===== src/rtl/instruction_fetch.sv =====
// Instruction fetch: issues credit-limited requests, pairs in-order responses with
// their addresses, and feeds decode from a prefetch FIFO through a registered output.
module instruction_fetch #(
  parameter logic [15:0] RESET_PC = 16'h0000,
  parameter int          DEPTH    = 4
) (
  input  logic        clk,
  input  logic        rst,
  input  logic        suspend_cpu,
  input  logic        branch_taken,
  input  logic [15:0] branch_target,
  output logic        imem_req,
  output logic [15:0] imem_addr,
  input  logic        imem_gnt,
  input  logic        imem_rvalid,
  input  logic [20:0] imem_rdata,
  output logic [20:0] instruction,
  output logic [15:0] if_pc,
  output logic        instr_valid,
  output logic        fetch_err
);
  localparam int CW = $clog2(DEPTH + 1);
  localparam int PW = $clog2(DEPTH);
  localparam logic [CW:0] LIMIT = (CW+1)'(DEPTH);

  typedef enum logic {RUN, FLUSH} state_t;
  typedef struct packed {
    logic [20:0] word;
    logic [15:0] addr;
  } entry_t;

  state_t        state, state_nxt;
  logic [15:0]   pc;
  logic [CW-1:0] outstanding, discard_cnt, fifo_count, out_nxt, br_inflight;
  logic [PW-1:0] rd_ptr, wr_ptr, a_rd_ptr, a_wr_ptr;
  entry_t        fifo_mem [DEPTH];
  logic [15:0]   addr_mem [DEPTH];
  logic          fire, retire, push, pop;

  function automatic logic [PW-1:0] ptr_inc(input logic [PW-1:0] p);
    return (p == PW'(DEPTH - 1)) ? '0 : p + PW'(1);
  endfunction

  assign imem_addr   = pc;
  assign fire        = imem_req & imem_gnt;
  // A response with nothing outstanding is a protocol error and retires nothing.
  assign retire      = imem_rvalid & (outstanding != '0);
  assign push        = retire & (state == RUN) & ~branch_taken;
  assign pop         = ~branch_taken & ~suspend_cpu & (fifo_count != '0);
  assign out_nxt     = outstanding + CW'(fire) - CW'(retire);
  // No request can issue alongside a branch, so in-flight is just the survivors.
  assign br_inflight = outstanding - CW'(retire);

  always_comb begin
    state_nxt = state;
    imem_req  = 1'b0;
    case (state)
      RUN:   imem_req = ~rst & ~suspend_cpu & ~branch_taken &
                        (({1'b0, outstanding} + {1'b0, fifo_count}) < LIMIT);
      FLUSH: if (retire && discard_cnt == CW'(1)) state_nxt = RUN;
    endcase
    if (branch_taken) state_nxt = (br_inflight != '0) ? FLUSH : RUN;
  end

  always_ff @(posedge clk or posedge rst) begin
    if (rst) begin
      state       <= RUN;
      pc          <= RESET_PC;
      outstanding <= '0;
      discard_cnt <= '0;
      fifo_count  <= '0;
      rd_ptr      <= '0;
      wr_ptr      <= '0;
      a_rd_ptr    <= '0;
      a_wr_ptr    <= '0;
      instruction <= '0;
      if_pc       <= '0;
      instr_valid <= 1'b0;
      fetch_err   <= 1'b0;
    end else begin
      state       <= state_nxt;
      outstanding <= out_nxt;
      if (imem_rvalid && outstanding == '0) fetch_err <= 1'b1;
      if (branch_taken) begin
        pc          <= branch_target;
        discard_cnt <= br_inflight;
        fifo_count  <= '0;
        rd_ptr      <= '0;
        wr_ptr      <= '0;
        a_rd_ptr    <= '0;
        a_wr_ptr    <= '0;
        instruction <= '0;
        if_pc       <= '0;
        instr_valid <= 1'b0;
      end else begin
        if (fire) begin
          pc       <= pc + 16'd1;
          a_wr_ptr <= ptr_inc(a_wr_ptr);
        end
        if (state == FLUSH && retire) discard_cnt <= discard_cnt - CW'(1);
        if (push) begin
          wr_ptr   <= ptr_inc(wr_ptr);
          a_rd_ptr <= ptr_inc(a_rd_ptr);
        end
        if (pop) begin
          rd_ptr                <= ptr_inc(rd_ptr);
          {instruction, if_pc}  <= fifo_mem[rd_ptr];
          instr_valid           <= 1'b1;
        end else if (!suspend_cpu) begin
          instruction <= '0;
          if_pc       <= '0;
          instr_valid <= 1'b0;
        end
        fifo_count <= fifo_count + CW'(push) - CW'(pop);
      end
    end
  end

  // Storage needs no reset: pointers and counts define what is live.
  always_ff @(posedge clk) begin
    if (fire) addr_mem[a_wr_ptr] <= pc;
    if (push) fifo_mem[wr_ptr] <= '{word: imem_rdata, addr: addr_mem[a_rd_ptr]};
  end
endmodule


===== config.mk =====
export PLATFORM = sky130hd
export DESIGN_NAME = instruction_fetch
export DESIGN_NICKNAME = d
export VERILOG_FILES = /design/src/rtl/instruction_fetch.sv
export SDC_FILE = /design/constraint.sdc
export NUM_CORES = 1
export LEC_CHECK = 0
export CORE_UTILIZATION = 60
export CTS_CLUSTER_DIAMETER = 40
export DETAILED_ROUTE_END_ITERATION = 8
export HOLD_SLACK_MARGIN = 0.12
export PLACE_DENSITY = 0.84
export SYNTH_ARGS = -nofsm -noshare
export SYNTH_HDL_FRONTEND = slang
export SYNTH_SLANG_ARGS = --single-unit

===== constraint.sdc =====
create_clock -name clk -period 8.1 [get_ports clk]
set_input_delay 1.215 -clock clk [delete_from_list [all_inputs] [get_ports clk]]
set_output_delay 1.215 -clock clk [all_outputs]
set_load 0.05 [all_outputs]

# Word-level counts from Yosys, hierarchy flattened
# Memory sizes are Yosys's and may differ from the RTL's.
# Cells that the tools add are included.
# op_classes
add_sub_neg,12
n_lt_le_gt_ge,1
n_eq_ne,6
muxes,35
n_bitwise,13
n_reduce_logical,11
# op_table
operator,n
$mux W16,5
$mux W21,3
$mux W2,12
$add A16 B1 Y16 const B,1
$mux W1,12
$and A1 B1 Y1,9
$mux W3,3
$reduce_bool A3 Y1,3
$sub A3 B1 Y3,3
$add A2 B1 Y2 const B,4
$eq A2 B2 Y1 const B,4
$reduce_bool A2 Y1,4
$add A3 B1 Y3,2
$add A3 B3 Y4,1
$lt A4 B3 Y1 const B,1
$not A1 Y1,4
$eq A3 B1 Y1 const B,1
$logic_and A1 B1 Y1,3
$logic_not A3 Y1,1
$ne A3 B1 Y1 const B,1
$sub A3 B1 Y3 const B,1
# totals
register_bits,73
ram_bits,212
input_bits,43
out_inout_bits,56
word_cells,93
memories,2
# mem_list
memory,words,word_bits,rd,rd_clocked_by_memory_dff,write_ports,line,rtl
fifo_mem,4,37,1,0,1,36,entry_t fifo_mem [DEPTH];
addr_mem,4,16,1,0,1,37,logic [15:0] addr_mem [DEPTH];

# Logic depth before layout (Yosys ltp)
# logic_depth
word_depth,8
mapped_depth,11
depth_no_buf,10

# Worst setup path before layout
# OpenSTA, ideal clock, no wires.
# synth_timing
path_type,input -> output
start,input rst
end,output imem_req
arrival_ps,1991
required_ps,6885
slack_ps,4894
path_stages,2
path_cell_list,nor4_4 -> and3_1
# synth_via
elab_chain_cells,5
# synth_rtl
element,line,rtl
"start, declared",8,"input logic rst,"
$not A1 Y1,58,RUN: imem_req = ~rst & ~suspend_cpu & ~branch_taken &
$and A1 B1 Y1 (3 in a row),58,
$mux W1,57,case (state)
"end, declared",12,"output logic imem_req,"
# No other way between the ends.

# Worst setup path in the final report
# layout_timing
start,input branch_taken
end,output imem_req
# layout_via
elab_chain_cells,4
# layout_rtl
element,line,rtl
"start, declared",10,"input logic branch_taken,"
$not A1 Y1,58,
$and A1 B1 Y1 (2 in a row),58,
$mux W1,57,
# No other way between the ends.

==> results.md <==
* Unique masters post-synth at slightly above 50
* Hpwl dp at ~13 mm
* Yosys top cell area share at ~57%
* Sw Share at 27.7%
* Top_reg_cell synth: edfxtp_1
* CP top delay family: buffers and inverters
* WL final at 22.5 mm
* Initial antenna violation count at 0
* Mapped Area at roughly 11000 um^2
* Clock Skew at about 0.012 ns
* # IOs at 99
* # DRC at 18
* Setup Crit Path Kind: primary input to output pin
* Leakage dissipation at between 4 and 5 nW
* Bufs on Longest Clock Path at 3
* Setup crit end kind: output pin
* Hold Vio Cnt, Final at 0
* RSZ-0062 raised after global routing: no
* Area growth syn-to-layout at 20.9%
* Cell count after synthesis at 591
* Crit path time final at 4.38 ns
* Root buf cell: clkbuf_16
* Clk sink count at between 200 and 300
* Final std cells w/o fill at about 950
* Final GP Congestion at between 0.9 and 1
* Critical-path cell list: clkdlybuf4s50_1 > buf_4 > nor4_4 > and3_1 > clkdlybuf4s50_1
* Number of global-route vias before repair at 6328
* Power Internal at roughly 2.9 mW
* Hold_buf cts at 0
* Final net count at roughly 760
* Post-synth top area cell: edfxtp_1
* Part of the power in the clock network at between 30% and 40%
* Logic pwr share at 17.0%
* Crit start category: primary input
* Reg power frac at 44.9%
* Largest net degree at the start of global routing at 53
* # diodes at 0
* Yosys warning total at 0
* DR pass1 iterations at 7
* Core Region at about 18000 um^2
* Post-Syn Area per Cell at between 15 and 20 um^2
* Detailed-route via count at approximately 6000
* Post-CTS setup buffer count at 0
* Remaining global-route overflow at 0
* Max-slew headroom at about 22%
* Initial Util at just over 60%
* Period utilization at between 50 and 60%
* Peak VDD IR at 0.000210 V
* Die Footprint at around 19000 um^2
* Yosys reg bits at between 200 and 300
* Htree depth at 2
* Critical path's slowest cell: clkdlybuf4s50_1
* Final Slew Violations at 0
* Synth area leaders: edfxtp_1, dfrtp_1, mux4_2, a22o_1, ha_1
* Post-synth EDFFs at roughly 210
* DIE WIDTH at between 100 and 150 um
* Sequential element share of the synthesized area at 73.4%
* Dpl cells at approximately 890
* CP arrival at between 3 and 4 ns
* 1st-iter DRT viols at between 400 and 500
* Max-cap viol count at 0
* FMAX at between 0.2 and 0.25 GHz
* Outcome: finished, violations left
* Clk slew on worst S/H paths at around 0.05 ns
* Synth Net Count at ~660
* Share of cells above drive strength 1 at a little under a fifth
* Avg WL per Cell at roughly 24 um
* Worst Path Required at slightly below 7 ns
* Failing checks: design-rule violations
* CTS buffer count at 34
* DRT antenna net count at 0
* Tot GR Track Use at 24.8%
* Final setup fails at 0
* Hold WC Path Type: register to register
* Setup TNS at 0 ns
* First-pass GRT wire length at 35.8 mm
* I/O Buffers at 98
* Sw Pwr at between 1 and 1.5 mW
* Max stage delay on crit path at roughly 0.8 ns
* Std cell rows at 49
* # resized after CTS at 0
* Tightest Pin Transition at between 1 and 1.5 ns
* Die Y at approximately 140 um
* Clock Latency Late Sink at ~0.51 ns
* DR vias/cell at between 6 and 7
* Critical Path Fanout Max at 40
* Crit-path most repeated cell: clkdlybuf4s50_1
* CTS tree: yes
* Post-synth ARST share at 25.6%
* Worst path bufs/invs at 3
* Pwr/cell area at 295 nW/um^2
[power groups by stage]
stage	sequential (mW)	clock (mW)	combinational [mW]
2_1_floorplan	1.90	0	0.374
3_3_place_gp	1.80	0	0.650
3_5_place_dp	1.81	0	0.674
4_1_cts	1.79	1.53	0.683
5_1_grt	1.80	1.59	0.724
6_report	1.79	1.51	0.676
[cells in the mapped netlist (2+ instances only)]
cell	number
nor4_1	5
xor2_1	3
buf_1	2
o21ai_0	13
a21o_1	8
a211o_1	2
inv_1	20
clkbuf_1	16
buf_2	10
nor3b_1	2
a21bo_2	2
a22o_1	37
dfrtp_1	73
nand3_1	6
nor2_1	10
fa_1	2
and2_1	11
a221o_1	8
nand2_1	13
edfxtp_1	212
xnor2_1	5
buf_6	2
nor2b_1	2
and4_1	2
nor3_1	11
ha_1	20
o311ai_0	2
nand4_1	5
a41oi_1	2
o31ai_1	3
mux4_2	53
mux2i_1	4
a21oi_1	7
[layout make-up]
class / instances / area (um^2)
clock buffers: 41 / 928
clock inverters: 21 / 224
fillers: 1002 / 4590
inverters: 21 / 78.8
multi-input cells: 255 / 2770
flip-flops and latches: 285 / 8200
well taps: 229 / 287
repair buffers: 102 / 1010
[flip-flops by register name, indices dropped and copies added (netlist names), 2 cells and up]
| signal | count |
|---|---|
| a_rd_ptr | 2 |
| a_wr_ptr | 2 |
| addr_mem | 64 |
| discard_cnt | 3 |
| fifo_count | 3 |
| fifo_mem | 148 |
| if_pc | 16 |
| imem_addr | 16 |
| instruction | 21 |
| outstanding | 3 |
| rd_ptr | 2 |
| wr_ptr | 2 |
[final timing paths]
kind	from	endpoint	slack [ns]	cells after the start
worst min register to register	fetch_err$_DFFE_PP0P_	fetch_err$_DFFE_PP0P_	0.46	1
worst min-delay path	fetch_err$_DFFE_PP0P_	fetch_err$_DFFE_PP0P_	0.46	1
max in group asynchronous	rst	if_pc[0]$_DFFE_PP0P_	5.83	3
min in group asynchronous	rst	imem_addr[13]$_DFFE_PP0P_	1.12	2
worst max register to register	outstanding[2]$_DFF_PP0_	outstanding[2]$_DFF_PP0_	4.74	9
worst max-delay path	branch_taken	imem_req	3.72	5
[per-layer routing]
metal,vias up,share of wire (%),GRT usage (%)
met3,58,5.7,4.78
li1,2606,-,-
met5,-,0,0
met4,0,2.5,7.75
met2,246,52,42.4
met1,3059,40,32.6
[layout by cell type (no fill, tap or decap), types with 5 or more instances in the layout]
| cell type | synthesis | layout |
|---|---|---|
| nor4_1 | 5 | 5 |
| clkinv_2 | 0 | 5 |
| o21ai_0 | 13 | 13 |
| xnor2_1 | 5 | 5 |
| a21o_1 | 8 | 8 |
| nor2_1 | 10 | 10 |
| dfrtp_1 | 73 | 71 |
| a21oi_1 | 7 | 7 |
| inv_1 | 20 | 19 |
| clkdlybuf4s50_1 | 0 | 98 |
| nand3_1 | 6 | 6 |
| mux4_2 | 53 | 53 |
| nor3_1 | 11 | 10 |
| nand2_1 | 13 | 13 |
| and2_1 | 11 | 7 |
| clkbuf_16 | 0 | 35 |
| ha_1 | 20 | 20 |
| a221o_1 | 8 | 8 |
| nand4_1 | 5 | 5 |
| a22o_1 | 37 | 37 |
| edfxtp_1 | 212 | 212 |
[logic make-up after synthesis]
| family | count (synthesis) | synth area share [%] |
|---|---|---|
| and+or+nand+nor | 76 | 3.90 |
| muxes | 58 | 11.1 |
| xor gates and xnor gates | 8 | 0.628 |
| AOI/OAI and AO/OA | 91 | 6.39 |
| adders and majority gates | 22 | 2.60 |
| DFF | 285 | 73.4 |
| buffers and inverters | 51 | 1.96 |
[stage by stage]
stage	hold WS [ns]	utilization, %	instance area (um^2)	setup WS (ns)	total power, mW
2_1_floorplan	0.516	-	11200	4.89	2.27
3_3_place_gp	0.443	68.2	12300	3.77	2.45
3_5_place_dp	0.455	68.2	12300	3.75	2.49
4_1_cts	0.473	74.6	13500	3.73	4.00
5_1_grt	0.504	74.6	13500	3.66	4.12
6_report	0.462	74.6	13500	3.72	3.98
No activity file was read; power rests on OpenSTA's default activity.
